--- config.mk ---
export PLATFORM = sky130hd
export DESIGN_NAME = display_mux_monitor
export DESIGN_NICKNAME = d
export VERILOG_FILES = /design/src/rtl/display_mux_monitor.sv
export SDC_FILE = /design/constraint.sdc
export NUM_CORES = 1
export LEC_CHECK = 0
export BUFFER_PORTS_ARGS = -buffer_cell sky130_fd_sc_hd__buf_2
export CORE_UTILIZATION = 33
export DETAILED_ROUTE_END_ITERATION = 10
export GPL_ROUTABILITY_DRIVEN = 1
export GPL_TIMING_DRIVEN = 0
export PLACE_DENSITY = 0.48
export SETUP_SLACK_MARGIN = 0.1
export SLEW_MARGIN = 20
export SYNTH_ARGS = -nofsm -noshare
export SYNTH_HDL_FRONTEND = slang
export SYNTH_SLANG_ARGS = --single-unit
--- constraint.sdc ---
create_clock -name clk -period 4 [get_ports clk]
set_input_delay 0.2 -clock clk [delete_from_list [all_inputs] [get_ports clk]]
set_output_delay 0.2 -clock clk [all_outputs]
set_load 0.005 [all_outputs]
--- src/rtl/display_mux_monitor.sv ---
// Reader for a multiplexed 4-digit 7-segment bus: decodes lit digits back to a 16-bit word.
// Optional DISPLAY_MON_CHANGE_ONLY_EN publishes a frame only when its content changes.
module display_mux_monitor #(
  parameter int unsigned SETTLE_CYCLES = 8,
  parameter int unsigned CNT_W         = 4
) (
  input  logic        clk,
  input  logic        reset,
  input  logic        an3,
  input  logic        an2,
  input  logic        an1,
  input  logic        an0,
  input  logic        a,
  input  logic        b,
  input  logic        c,
  input  logic        d,
  input  logic        e,
  input  logic        f,
  input  logic        g,
  input  logic        dp,
  output logic [15:0] digits,
  output logic [3:0]  dp_out,
  output logic        frame_valid,
  output logic        frame_err
);

  typedef enum logic [1:0] {StIdle, StSettle, StCapture, StHold} state_e;

  logic [11:0] sync1, sync2;
  logic [3:0]  an_s, an_low;
  logic [7:0]  sd_s;
  logic        sel_ok;

  state_e           state;
  logic [CNT_W-1:0] cnt;
  logic [3:0]       snap_an;
  logic [7:0]       snap_sd;
  logic [3:0]       mask;
  logic [15:0]      slot_nib;
  logic [3:0]       slot_dp;
  logic [3:0]       slot_err;

  logic [6:0] dec_in;
  logic [3:0] dec_nib;
  logic       dec_err;
  logic       do_pub;

  always_ff @(posedge clk or posedge reset) begin
    if (reset) begin
      sync1 <= '1;
      sync2 <= '1;
    end else begin
      sync1 <= {an3, an2, an1, an0, a, b, c, d, e, f, g, dp};
      sync2 <= sync1;
    end
  end

  assign an_s   = sync2[11:8];
  assign sd_s   = sync2[7:0];
  assign an_low = ~an_s;
  assign sel_ok = (an_low != 4'd0) && ((an_low & (an_low - 4'd1)) == 4'd0);

  // Snapshot segments are active-low with dp in bit 0; decode wants active-high abcdefg.
  assign dec_in = ~snap_sd[7:1];

  always_comb begin
    dec_err = 1'b0;
    dec_nib = 4'h0;
    unique case (dec_in)
      7'h7E: dec_nib = 4'h0;
      7'h30: dec_nib = 4'h1;
      7'h6D: dec_nib = 4'h2;
      7'h79: dec_nib = 4'h3;
      7'h33: dec_nib = 4'h4;
      7'h5B: dec_nib = 4'h5;
      7'h5F: dec_nib = 4'h6;
      7'h70: dec_nib = 4'h7;
      7'h7F: dec_nib = 4'h8;
      7'h7B: dec_nib = 4'h9;
      7'h77: dec_nib = 4'hA;
      7'h1F: dec_nib = 4'hB;
      7'h4E: dec_nib = 4'hC;
      7'h3D: dec_nib = 4'hD;
      7'h4F: dec_nib = 4'hE;
      7'h47: dec_nib = 4'hF;
      default: dec_err = 1'b1;
    endcase
  end

`ifdef DISPLAY_MON_CHANGE_ONLY_EN
  logic published_once;

  always_ff @(posedge clk or posedge reset) begin
    if (reset) begin
      published_once <= 1'b0;
    end else if (mask == 4'hF) begin
      published_once <= 1'b1;
    end
  end

  assign do_pub = !published_once ||
                  ({slot_nib, slot_dp, |slot_err} != {digits, dp_out, frame_err});
`else
  assign do_pub = 1'b1;
`endif

  always_ff @(posedge clk or posedge reset) begin
    if (reset) begin
      state       <= StIdle;
      cnt         <= '0;
      snap_an     <= 4'hF;
      snap_sd     <= 8'hFF;
      mask        <= 4'h0;
      slot_nib    <= 16'h0000;
      slot_dp     <= 4'h0;
      slot_err    <= 4'h0;
      digits      <= 16'h0000;
      dp_out      <= 4'h0;
      frame_valid <= 1'b0;
      frame_err   <= 1'b0;
    end else begin
      frame_valid <= 1'b0;

      // Mask reaches F only the cycle after the completing capture, so this never
      // coincides with a capture writing mask.
      if (mask == 4'hF) begin
        mask     <= 4'h0;
        slot_err <= 4'h0;
        if (do_pub) begin
          digits      <= slot_nib;
          dp_out      <= slot_dp;
          frame_err   <= |slot_err;
          frame_valid <= 1'b1;
        end
      end

      unique case (state)
        StIdle: begin
          if (sel_ok) begin
            state   <= StSettle;
            cnt     <= CNT_W'(1);
            snap_an <= an_s;
            snap_sd <= sd_s;
          end
        end
        StSettle: begin
          if (!sel_ok) begin
            state <= StIdle;
          end else if (an_s != snap_an || sd_s != snap_sd) begin
            cnt     <= CNT_W'(1);
            snap_an <= an_s;
            snap_sd <= sd_s;
          end else if (cnt == CNT_W'(SETTLE_CYCLES)) begin
            state <= StCapture;
          end else begin
            cnt <= cnt + 1'b1;
          end
        end
        StCapture: begin
          for (int i = 0; i < 4; i++) begin
            if (!snap_an[i]) begin
              slot_nib[4*i +: 4] <= dec_nib;
              slot_dp[i]         <= ~snap_sd[0];
              slot_err[i]        <= dec_err;
              mask[i]            <= 1'b1;
            end
          end
          state <= StHold;
        end
        StHold: begin
          if (an_s != snap_an) state <= StIdle;
        end
        default: state <= StIdle;
      endcase
    end
  end

endmodule

### Word level (Yosys, flattened, before mapping)

Cells that the tools add are included.
Widths: inputs -> output; s select.

* bits in registers: 92
* bits of input ports: 14
* output and inout bits: 22

* $add $sub $neg: 2
* equality and inequality tests: 30
* multiplexer cells: 34
* bitwise gates (word level): 8
* reductions and logical operators: 15

Operator list (count)
* $eq 7x7->1 const B: 12
* $pmux 4 s15: 1
* $mux 4: 11
* $mux 8: 3
* $eq 7x6->1 const B: 3
* $pmux 4 s2: 2
* $pmux 8 s2: 1
* $reduce_or 16->1: 1
* $reduce_and 4->1: 3
* $mux 1: 10
* $mux 2: 5
* $ne 3x3->1 const B: 3
* $eq 4x4->1 const B: 2
* $ne 2x2->1 const B: 4
* $ne 8x8->1: 1
* $pmux 2 s4: 1
* $reduce_and 2->1: 4
* $eq 7x5->1 const B: 1
* $not 7->7: 1
* $not 1->1: 5
* $add 4x1->4 const B: 1
* $and 4x4->4: 1
* $eq 2x2->1 const B: 2
* $logic_not 4->1: 1
* 10 further kinds: 10

### Logic depth before layout (Yosys ltp)

Gate-level depths: netlist of the first run.

* word-level depth: 7
* gate-level depth with buffers: 7

### Worst setup path before layout of the first run

Ideal clock, no wire load.

* kind: reg-to-reg
* start: reg snap_sd[5]
* end: reg slot_err[0]
* data arrival time: 1.701 ns
* required time: 3.921 ns
* setup slack: 2.219 ns
* stages on the path, launching flop included: 7
* path buffers: 1
* clock period less this slack: 1.781 ns
* path through: dfstp_2 buf_2 nor4bb_1 or3_1 a221o_1 a211o_1 mux2i_1

* longest elaborated chain between the ends: 6
* elaborated cells between the ends (all ways): 21
* those cells by class: eq/ne (16); mux (3); bitwise (1); reduce/logical (1)

RTL lines
* start, declared: line 37 `logic [7:0] snap_sd;`
* start signal, assigned: line 143 `snap_sd <= sd_s;`
* start signal, assigned: line 152 `snap_sd <= sd_s;`
* $not 7->7 (*): line 64 `assign dec_in = ~snap_sd[7:1];`
* $eq 7x7->1, or another cell as far along: line 69 `unique case (dec_in)`
* $reduce_or 16->1 (no source line) (*)
* $mux 1 (*): line 69
* $mux 1 (*): line 161 `if (!snap_an[i]) begin`
* $mux 4 (*): line 137 `unique case (state)`
* end signal, assigned by index: line 164 `slot_err[i] <= dec_err;`
* end, declared: line 41 `logic [3:0] slot_err;`

Mark *: on every way between the ends. The rest lies on a longest branch, timed or not.
A chain may end at the register's enable or synchronous reset.

### Final worst setup path of the first run

* start: reg snap_sd[5]
* end: reg slot_nib[15]

* longest elaborated chain between the ends: 3
* elaborated cells between the ends (all ways): 17
* those cells by class: eq/ne (15); mux (1); bitwise (1)

RTL lines
* $not 7->7 (*): line 64
* $eq 7x7->1, or another cell as far along: line 69
* $pmux 4 s15 (*): line 69
* end signal, assigned by index: line 162 `slot_nib[4*i +: 4] <= dec_nib;`
* end, declared: line 39 `logic [15:0] slot_nib;`

Marks and branches as above.

==> impl_metrics.tcl, run 1 <==
set metrics [dict create \
    outcome "complete, no violations" \
    slowest_stage "dfstp_2" \
    vias 2573 \
    ant_nets 0 \
    power_density_nw_per_um2 463 \
    syn-num-nets 362 \
    portBuffers 35 \
    fin_util_pct 41.7 \
    power.leakage_nw 2.21 \
    slew_viol_final 0 \
    hold_violations 0 \
    viasPerCell 4.67 \
    startpoint_type "register" \
    cts-root-buf "clkbuf_16" \
    synth.most_common_cell "nand2_1" \
    synth_area_leaders "dfrtp_1 37%, dfstp_2 25%, nand2_1 7.3%" \
    initial_core_util_pct 34.5 \
    worstSetupPathType "register to register" \
    cpPeakStageDelay_ps 510 \
    grt.met1_usage_pct 18.0 \
    grt_max_degree 67 \
    cp-end-kind "register" \
    seq_area_frac_synth_pct 61.7 \
    worst_ep_arrival_time_ps 2350 \
    drive_gt1_share_pct 23.4 \
    setup_tns_ps 0 \
    dr.pass1.iters 4 \
    fin_cells 551 \
    fp.dieH_um 109 \
    crit_required_ps 4210 \
    place.gp.congestion 0.797 \
    nets 422 \
    cts_buffer_depth 2 \
    synth_top_area_share_pct 36.9 \
    place_hpwl_mm 4.97 \
    drc 0 \
    cp_cell_sequence "buf_2 > clkbuf_1 > nor2_1 > nand4_1 > a21boi_0 > a2bb2oi_1 > a21oi_1" \
    dpl_worst_slack_ps 1840 \
    synth.avg_cell_area_um2 11.0 \
    maxCapViolations 0 \
    numCtsBuffers 9 \
    cts.repair.resized 0 \
    synth_cell_types 51 \
    fin_crit_sh_pct 53.5 \
    relSlewSlack_pct 61.6 \
    placed_cells 522 \
    clk_latency_ps 350 \
    gr-usage-met3_pct 4.39 \
    synth_edf_count 0 \
    setup_ws_ps 1860 \
    synthTopCellsByCount "74 x nand2_1, 56 x dfrtp_1, 36 x dfstp_2, 29 x nor2_1, 19 x a21oi_1" \
    cts_sinks 92 \
    fin_skew_ps 10.6 \
    total_power_w 0.00213 \
    diodes 0 \
    die_x_um 109 \
    synth_area_um2 3800 \
    routed_wl_mm 7.33 \
    finalSetupViolCount 0 \
    synth_top_cell_by_area "dfrtp_1" \
    cts_tree "yes" \
    grt_use_total_pct 14.0 \
    htree_levels 3 \
    ys_ff_latch 92 \
    synthCells 346 \
    max_freq_mhz 467 \
    antenna_found_initial 0 \
    clkTransAtPathRegs_ps 70 \
    grt_pass1_wl_mm 12.5 \
    fin_crit_ps 2140 \
    peakVddDrop_mv 0.357 \
    core_um2 11000 \
    area_growth_pct 20.9 \
    grt-ovfl-total 0 \
    die_area_um2 12000 \
    rsz0062_at_grt "no" \
    synth_flop_cell "dfrtp_1" \
    ys_warn_count 0 \
    first_global_vias 2529 \
    gr-usage-met2_pct 21.7 \
    worst_pin_slew_ps 576 \
    row_count 38 \
    drt_iter0_drc 128 \
    gr-max-usage-layer "met2" \
    cp_max_fo 10 \
    n_fill_cell 1093 \
    synth-async-reset-ratio_pct 100 \
    hold_class "input pin to async pin" \
    io_pins 36 \
    wl_per_cell_um 13.3 \
]
-- where the power goes --
part / total, W / switching (W) / internal, W
combinational: 0.000287 / 0.000164 / 0.000123
sequential: 0.00104 / 0.0000413 / 0.00100
clock: 0.000798 / 0.000346 / 0.000452
-- per-layer routing --
layer  wire, um  vias to the layer above
li1           -                     1293
met1       3630                     1221
met2       3290                       49
met3        286                       10
met4        122                        0
met5          0                        -
-- flip-flops by register name (all words and copies together) (netlist names), 4 cells and up, named ones only --
| name | cells |
|---|---|
| digits | 16 |
| mask | 4 |
| sync1 | 12 |
| slot_err | 4 |
| snap_sd | 8 |
| snap_an | 4 |
| cnt | 4 |
| sync2 | 12 |
| dp_out | 4 |
| slot_nib | 16 |
| slot_dp | 4 |
-- worst paths after layout --
| kind | end | slack, ps | cells past startpoint | start |
|---|---|---|---|---|
| worst min-delay path | dp_out[0]$_DFFE_PP0P_ | 350 | 3 | reset |
| worst min register to register | sync2[3]$_DFF_PP1_ | 350 | 0 | sync1[3]$_DFF_PP1_ |
| max in group asynchronous | snap_sd[0]$_DFFE_PP1P_ | 3000 | 4 | reset |
| min in group clk | sync2[3]$_DFF_PP1_ | 350 | 0 | sync1[3]$_DFF_PP1_ |
| worst max register to register | slot_nib[15]$_DFFE_PP0P_ | 1860 | 7 | snap_sd[5]$_DFFE_PP1P_ |
| worst max-delay path | slot_nib[15]$_DFFE_PP0P_ | 1860 | 7 | snap_sd[5]$_DFFE_PP1P_ |
-- what timing repair did --
action	4_1_cts	5_1_grt
hold endpoints to repair	26	0
hold buffers	13	0
setup buffers	0	0
-- kinds of logic after synthesis --
| group | Yosys count | synth area share (%) |
|---|---|---|
| buf+inv | 27 | 2.99 |
| flops | 92 | 61.7 |
| mux | 17 | 4.90 |
| xor+xnor | 14 | 3.22 |
| simple gates | 139 | 16.9 |
| fa+ha+maj | 3 | 0.921 |
| compound gates | 54 | 9.35 |
-- cells in the final DEF, fill, tap and decap left out, types with 3 or more instances in the layout --
cell           count
a21o_1             5
nand4_1            5
a31oi_1            4
nand2_1           74
mux2_1            10
dfrtp_1           56
dfstp_2           36
dlygate4sd3_1     13
mux2_2             3
clkbuf_16          9
xnor2_1           12
o21ai_0            5
nand3b_1           4
nand2b_1           4
nor4_1             3
mux2i_1            4
clkbuf_1          16
nor2_1            29
inv_1              8
a22oi_1            3
nor3_1             5
o22ai_1            3
nand3_1            3
buf_2             36
a21oi_1           19
-- stage by stage --
stage / hold slack, ps / cell area, um2
after detailed placement: 183 / 4190
after global routing: 359 / 4600
after global placement: 305 / 4150
after floorplan: 204 / 3800
final: 351 / 4600
after CTS: 351 / 4600
-- cell type report --
type	count	area [um2]	share of cell area, %
flip-flops and latches	92	2350	51.1
inverters	9	38.8	0.844
plain buffers	18	80.1	1.74
repair buffers	49	333	7.24
clock inverters	4	23.8	0.517
well taps	140	175	3.81
clock buffers	12	256	5.58
multi-input cells	227	1340	29.2
-- worst max-delay path, delay by kind of cell (launching register included) --
| kind | cells | cell delay (ps) |
|---|---|---|
| compound gates | 3 | 760 |
| simple gates | 2 | 230 |
| buf+inv | 2 | 510 |
| flops | 1 | 510 |
Note: power is estimated with default switching activity, not from simulation.
==> run 2, diff against run 1 <==
--- a/config.mk
+++ b/config.mk
@@ -5,12 +5,13 @@
 export SDC_FILE = /design/constraint.sdc
 export NUM_CORES = 1
 export LEC_CHECK = 0
+export ABC_AREA = 1
 export BUFFER_PORTS_ARGS = -buffer_cell sky130_fd_sc_hd__buf_2
 export CORE_UTILIZATION = 33
 export DETAILED_ROUTE_END_ITERATION = 10
 export GPL_ROUTABILITY_DRIVEN = 1
 export GPL_TIMING_DRIVEN = 0
-export PLACE_DENSITY = 0.48
+export PLACE_DENSITY = 0.5
 export SETUP_SLACK_MARGIN = 0.1
 export SLEW_MARGIN = 20
 export SYNTH_ARGS = -nofsm -noshare
==> constraint.sdc (replaced) <==
create_clock -name clk -period 1.78 [get_ports clk]
set_input_delay 0.089 -clock clk [delete_from_list [all_inputs] [get_ports clk]]
set_output_delay 0.089 -clock clk [all_outputs]
set_load 0.005 [all_outputs]
==> run 2 against run 1 <==
Compared with the run above: the flow now finishes with violations (design-rule violations); die area rose by 4.4%; routed wire length rose by 8.5%; maximum frequency rose by 25%; highest routed layer unchanged.
==> impl_metrics.tcl, run 2 <==
set metrics [dict create \
    cts_tree "yes" \
    fin_crit_sh_pct 96.5 \
    seq_area_frac_synth_pct 59.1 \
    ys_warn_count 0 \
    diodes 0 \
    rr_startpoint "snap_sd[5]$_DFFE_PP1P_" \
    drt_iter0_drc 147 \
    reg2regPathDepth 12 \
    drive_gt1_share_pct 36.0 \
    wl_per_cell_um 11.6 \
    cts_buffer_depth 2 \
    dr_wl_met2_mm 3.78 \
    layout_common_cells "158 x nand2_1, 56 x dfrtp_1, 38 x inv_1, 36 x buf_2, 36 x dfstp_2" \
    rsz0062_at_grt "yes" \
    ant_nets 0 \
    row_count 39 \
    dpl_worst_slack_ps -64.2 \
    grt_max_degree 36 \
    power.switching_w 0.00261 \
    die_area_um2 12500 \
    vias 3052 \
    hold_class "input pin to async pin" \
    place.gp.congestion 0.862 \
    mostFrequentLayoutCell "nand2_1" \
    p_int_w 0.00488 \
    finalSetupViolCount 0 \
    maxCapViolations 0 \
    worst_pin_slew_ps 498 \
    multi_input_area_um2 1580 \
    slowest_stage "dfstp_2" \
    largestRegisters "digits x16, slot_nib x16" \
    cp_max_fo 6 \
    cpPeakStageDelay_ps 560 \
    worst_ep_arrival_time_ps 1990 \
    routed_wl_mm 7.96 \
    violations "design-rule violations" \
    portBuffers 35 \
    clk_latency_ps 330 \
    grt_use_total_pct 13.6 \
    syn-num-nets 465 \
    io_pins 36 \
    core_um2 11600 \
    finalInstanceArea_um2 5300 \
    numCtsBuffers 9 \
    die_x_um 112 \
    nets 555 \
    place_hpwl_mm 5.36 \
    crit_family "simple AND/OR/NAND/NOR gates" \
    htree_levels 3 \
    cp-end-kind "register" \
    crit_top_cell "nand2_1" \
    crit_required_ps 2050 \
    first_global_vias 2960 \
    grt_pass1_wl_mm 13.6 \
    crit_buf_inv 3 \
    fp.dieH_um 112 \
    synthTopCellsByCount "168 x nand2_1, 56 x dfrtp_1, 41 x inv_1, 36 x dfstp_2, 34 x nor2_1" \
    place_area_um2 4410 \
    power_frac_clock_pct 22.3 \
    setup_tns_ps 0 \
    synthCells 449 \
    met1_length_mm 3.83 \
    area_growth_pct 33.5 \
    n_fill_cell 1110 \
    switching_share_pct 34.9 \
    synth_top_area_share_pct 35.3 \
    cp_cell_sequence "inv_2 > nand2_1 > nand2_1 > nor2_4 > nand2_4 > nor2_8 > nand3_4 > nand2_8 > buf_6 > buf_8 > nand2_2 > o21ai_2" \
    peakVddDrop_mv 0.555 \
    power_density_nw_per_um2 1410 \
    routed.top_layer "met4" \
    synth-async-reset-ratio_pct 100 \
    power.leakage_nw 2.68 \
    setup_ws_ps 62.4 \
    fin_util_pct 45.9 \
    synth_area_leaders "dfrtp_1 35%, dfstp_2 24%, nand2_1 16%" \
    synth.avg_cell_area_um2 8.85 \
    fin_skew_ps 6.85 \
    synth_flop_cell "dfrtp_1" \
    dr.pass1.iters 7 \
    hold_violations 0 \
    cts-root-buf "clkbuf_16" \
    ys_ff_latch 92 \
    startpoint_type "register" \
    p_comb_share_pct 35.7 \
    synth_area_um2 3970 \
    outcome "finished, violations left" \
    synth_top_cell_by_area "dfrtp_1" \
    clkTransAtPathRegs_ps 60 \
    reg2reg_slack_ps 60 \
    synth_cell_types 29 \
    worstSetupPathType "register to register" \
    viasPerCell 4.44 \
    worstSetupStartpoint "snap_sd[5]$_DFFE_PP1P_" \
    relSlewSlack_pct 66.8 \
    hold_slack_ps 317 \
    seqCellArea_um2 2350 \
    slew_viol_final 0 \
    timing.rr.end "snap_sd[5]$_DFFE_PP1P_" \
    synth_edf_count 0 \
    max_freq_mhz 582 \
    antenna_found_initial 0 \
    cts_sinks 92 \
    seqPwrFrac_pct 42.0 \
    drc 3 \
    initial_core_util_pct 34.4 \
    synth.most_common_cell "nand2_1" \
    fin_crit_ps 1720 \
    dr_wl_met3_um 213 \
    grt-ovfl-total 0 \
]
[run 2: layout make-up]
class	count	area share [%]
multi-input cells	299	29.8
clock buffers	13	4.53
inverters	49	3.54
flip-flops and latches	92	44.3
repair buffers	79	12.7
plain buffers	9	1.46
clock inverters	3	0.283
well taps	143	3.37
[run 2: timing repair]
item / 4_1_cts / 5_1_grt
gates resized for setup: 21 / 51
gates cloned: 1 / 1
hold buffers: 13 / 0
pin swaps: 10 / 23
setup buffers: 18 / 8
hold endpoints to repair: 26 / 0
endpoints found under the setup margin: 30 / 66
[run 2: power groups by stage]
| stage | clock, W | sequential [W] | combinational [W] |
|---|---|---|---|
| 5_1_grt | 0.00181 | 0.00323 | 0.00301 |
| 3_5_place_dp | 0 | 0.00319 | 0.00193 |
| 6_report | 0.00167 | 0.00315 | 0.00267 |
| 4_1_cts | 0.00173 | 0.00314 | 0.00230 |
| 3_3_place_gp | 0 | 0.00318 | 0.00188 |
| 2_1_floorplan | 0 | 0.00312 | 0.00141 |
[run 2: how the worst max path moves through the flow]
stage                                        end  depth (start not counted)
after CTS                 snap_sd[3]$_DFFE_PP1P_                         13
after global placement    snap_sd[5]$_DFFE_PP1P_                         10
after floorplan           snap_sd[3]$_DFFE_PP1P_                         10
final                     snap_sd[5]$_DFFE_PP1P_                         12
after detailed placement  snap_sd[3]$_DFFE_PP1P_                         10
after global routing      snap_sd[0]$_DFFE_PP1P_                         12
[run 2: routing by layer]
metal | vias up | GRT usage (%)
met1 | 1415 | 17.4
met3 | 14 | 3.32
met4 | 0 | 4.86
met2 | 40 | 22.3
met5 | - | 0
li1 | 1583 | -
[run 2: cells by family after synthesis]
| group | after synthesis | share of synthesized area [%] |
|---|---|---|
| fa+ha+maj | 2 | 0.630 |
| flops | 92 | 59.1 |
| simple gates | 257 | 28.0 |
| buf+inv | 58 | 6.11 |
| compound gates | 38 | 5.73 |
| xor+xnor | 2 | 0.441 |
[run 2: worst register-to-register path, delay by kind of cell (launching register included)]
family | cells | cell delay, ps
AO/OA/AOI/OAI | 1 | 50
AND/OR/NAND/NOR | 8 | 750
flip-flops | 1 | 560
buffers and inverters | 3 | 300
[run 2: stage by stage]
| stage | instances | power, W |
|---|---|---|
| global route | 687 | 0.00804 |
| finish | 687 | 0.00749 |
| global placement | 627 | 0.00507 |
| CTS | 678 | 0.00717 |
| detailed placement | 630 | 0.00513 |
| floorplan | 449 | 0.00453 |
==> run 3, diff against run 2 <==
--- a/config.mk
+++ b/config.mk
@@ -8,10 +8,11 @@
 export ABC_AREA = 1
 export BUFFER_PORTS_ARGS = -buffer_cell sky130_fd_sc_hd__buf_2
 export CORE_UTILIZATION = 33
+export CTS_BUF_LIST = sky130_fd_sc_hd__clkbuf_2 sky130_fd_sc_hd__clkbuf_4 sky130_fd_sc_hd__clkbuf_8
 export DETAILED_ROUTE_END_ITERATION = 10
 export GPL_ROUTABILITY_DRIVEN = 1
 export GPL_TIMING_DRIVEN = 0
-export PLACE_DENSITY = 0.5
+export PLACE_DENSITY_LB_ADDON = 0.2
 export SETUP_SLACK_MARGIN = 0.1
 export SLEW_MARGIN = 20
 export SYNTH_ARGS = -nofsm -noshare
==> run 3 against run 2 <==
Compared with the run above: the flow still finishes with violations (design-rule violations); non-clock buffer count is 4 higher; combinational power is 4% lower; final area is 2.2% lower; register-to-register slack hardly changed; first-iteration DRC count is 18% higher; sequential share of layout area is 0.99 points higher; maximum frequency is 0.15% higher; core utilization is 1.0 points lower; cell count is 0.58% higher; die area stayed put.
==> impl_metrics.tcl, run 3 (synthesis results as in run 2) <==
set metrics [dict create \
    drive_gt1_share_pct 35.4 \
    nets 559 \
    setup_tns_ps 0 \
    worstSetupPathType "register to register" \
    fin_skew_ps 10.4 \
    largestRegisters "digits x16, slot_nib x16" \
    area_growth_pct 30.6 \
    die_area_um2 12500 \
    wl_per_cell_um 11.5 \
    crit_required_ps 2080 \
    hold_class "input pin to async pin" \
    slew_viol_final 0 \
    ant_nets 0 \
    die_x_um 112 \
    worst_ep_arrival_time_ps 2010 \
    mostFrequentLayoutCell "nand2_1" \
    routed_wl_mm 7.98 \
    diodes 0 \
    cts_sinks 92 \
    portBuffers 35 \
    startpoint_type "register" \
    grt-ovfl-total 0 \
    vias 3062 \
    relSlewSlack_pct 67.2 \
    io_pins 36 \
    hold_slack_ps 296 \
    power_density_nw_per_um2 1360 \
    initial_core_util_pct 34.4 \
    cts_tree "yes" \
    fp.dieH_um 112 \
    violations "design-rule violations" \
    fin_crit_ps 1720 \
    cts-root-buf "clkbuf_8" \
    rsz0062_at_grt "yes" \
    place_hpwl_mm 5.28 \
    drc 5 \
    core_um2 11600 \
    maxCapViolations 0 \
    place.gp.congestion 0.841 \
    finalSetupViolCount 0 \
    reg2regPathDepth 12 \
    antenna_found_initial 0 \
    first_global_vias 2966 \
    cp-end-kind "register" \
    worst_pin_slew_ps 491 \
    grt_max_degree 36 \
    grt_pass1_wl_mm 13.9 \
    placed_cells 630 \
    numCtsBuffers 9 \
    row_count 39 \
    peakVddDrop_mv 0.707 \
    clkTransAtPathRegs_ps 90 \
    layout_common_cells "155 x nand2_1, 56 x dfrtp_1, 36 x inv_1, 36 x buf_2, 36 x dfstp_2" \
    max_freq_mhz 583 \
    htree_levels 3 \
    clk_latency_ps 370 \
    power.leakage_nw 2.64 \
    outcome "finished, violations left" \
    viasPerCell 4.43 \
    grt_use_total_pct 14.0 \
    drt_iter0_drc 174 \
    cts_buffer_depth 2 \
    cp_max_fo 6 \
    hold_violations 0 \
    fin_crit_sh_pct 96.4 \
    fin_cells 691 \
    dr.pass1.iters 7 \
]
-- run 3: cell types whose count changed in the layout (fill, tap and decap cells not counted), moves of 4 or more --
| cell | change |
|---|---|
| clkbuf_1 | -4 |
| nor2_2 | -4 |
| clkbuf_8 | +11 |
| nor2_1 | +7 |
| buf_4 | +8 |
| clkbuf_16 | -10 |
-- run 3: what timing repair did --
action | 4_1_cts | 5_1_grt
endpoints found under the hold margin | 28 | 0
buffers inserted | 14 | 17
gates cloned | 2 | 0
gates resized for setup | 18 | 43
setup endpoints to repair | 28 | 65
pin swaps | 5 | 29
hold buffers | 13 | 0
-- run 3: worst max-delay path, cell delays in order, from the launching register on --
cell and delay, ps:
dfstp_2 570, inv_1 50, nand2_1 50, nand2_1 50, nor2_2 140, nand2_2 110, nor2_8 140, nand3_4 100
nand2_8 120, buf_6 100, buf_8 110, nand2_1 60, o21ai_2 50
-- run 3: where the power goes --
part,total (W),switching (W),internal (W)
sequential,0.00315,0.000375,0.00277
clock,0.00133,0.000740,0.000588
combinational,0.00257,0.00146,0.00111
total,0.00705,0.00258,0.00447
-- run 3: per-stage QoR --
stage / total power, W / area, um2 / setup WS, ps / util, %
final: 0.00705 / 5190 / 64.9 / 44.9
after global routing: 0.00760 / 5190 / -42.5 / 44.9
after CTS: 0.00680 / 4940 / 48.3 / 42.7
after detailed placement: 0.00512 / 4410 / -23.7 / 38.1
after global placement: 0.00506 / 4330 / -32.3 / 37.4
after floorplan: 0.00453 / 3980 / 228 / -
-- run 3: cell type report --
| type | count | area, um2 |
|---|---|---|
| inverters | 49 | 193 |
| well taps | 143 | 179 |
| clock inverters | 5 | 33.8 |
| repair buffers | 83 | 668 |
| plain buffers | 9 | 77.6 |
| fillers | 1111 | 6380 |
| multi-input cells | 299 | 1540 |
| flip-flops and latches | 92 | 2350 |
| clock buffers | 11 | 151 |
-- run 3: routing by layer --
metal | GRT usage (%) | up-vias | wire length (um)
met5 | 0 | - | 0
met4 | 5.77 | 0 | 149
met3 | 3.76 | 11 | 271
met2 | 22.7 | 48 | 3800
met1 | 17.7 | 1416 | 3750
li1 | - | 1587 | -
-- run 3: worst paths after layout --
kind / slack (ps) / endpoint / start
max in group asynchronous: 770 / snap_sd[0]$_DFFE_PP1P_ / reset
worst min register to register: 360 / sync2[11]$_DFF_PP1_ / sync1[11]$_DFF_PP1_
worst max-delay path: 60 / snap_sd[3]$_DFFE_PP1P_ / snap_an[2]$_DFFE_PP1P_
min in group clk: 360 / sync2[11]$_DFF_PP1_ / sync1[11]$_DFF_PP1_
worst min-delay path: 300 / slot_dp[1]$_DFFE_PP0P_ / reset
worst max register to register: 60 / snap_sd[3]$_DFFE_PP1P_ / snap_an[2]$_DFFE_PP1P_
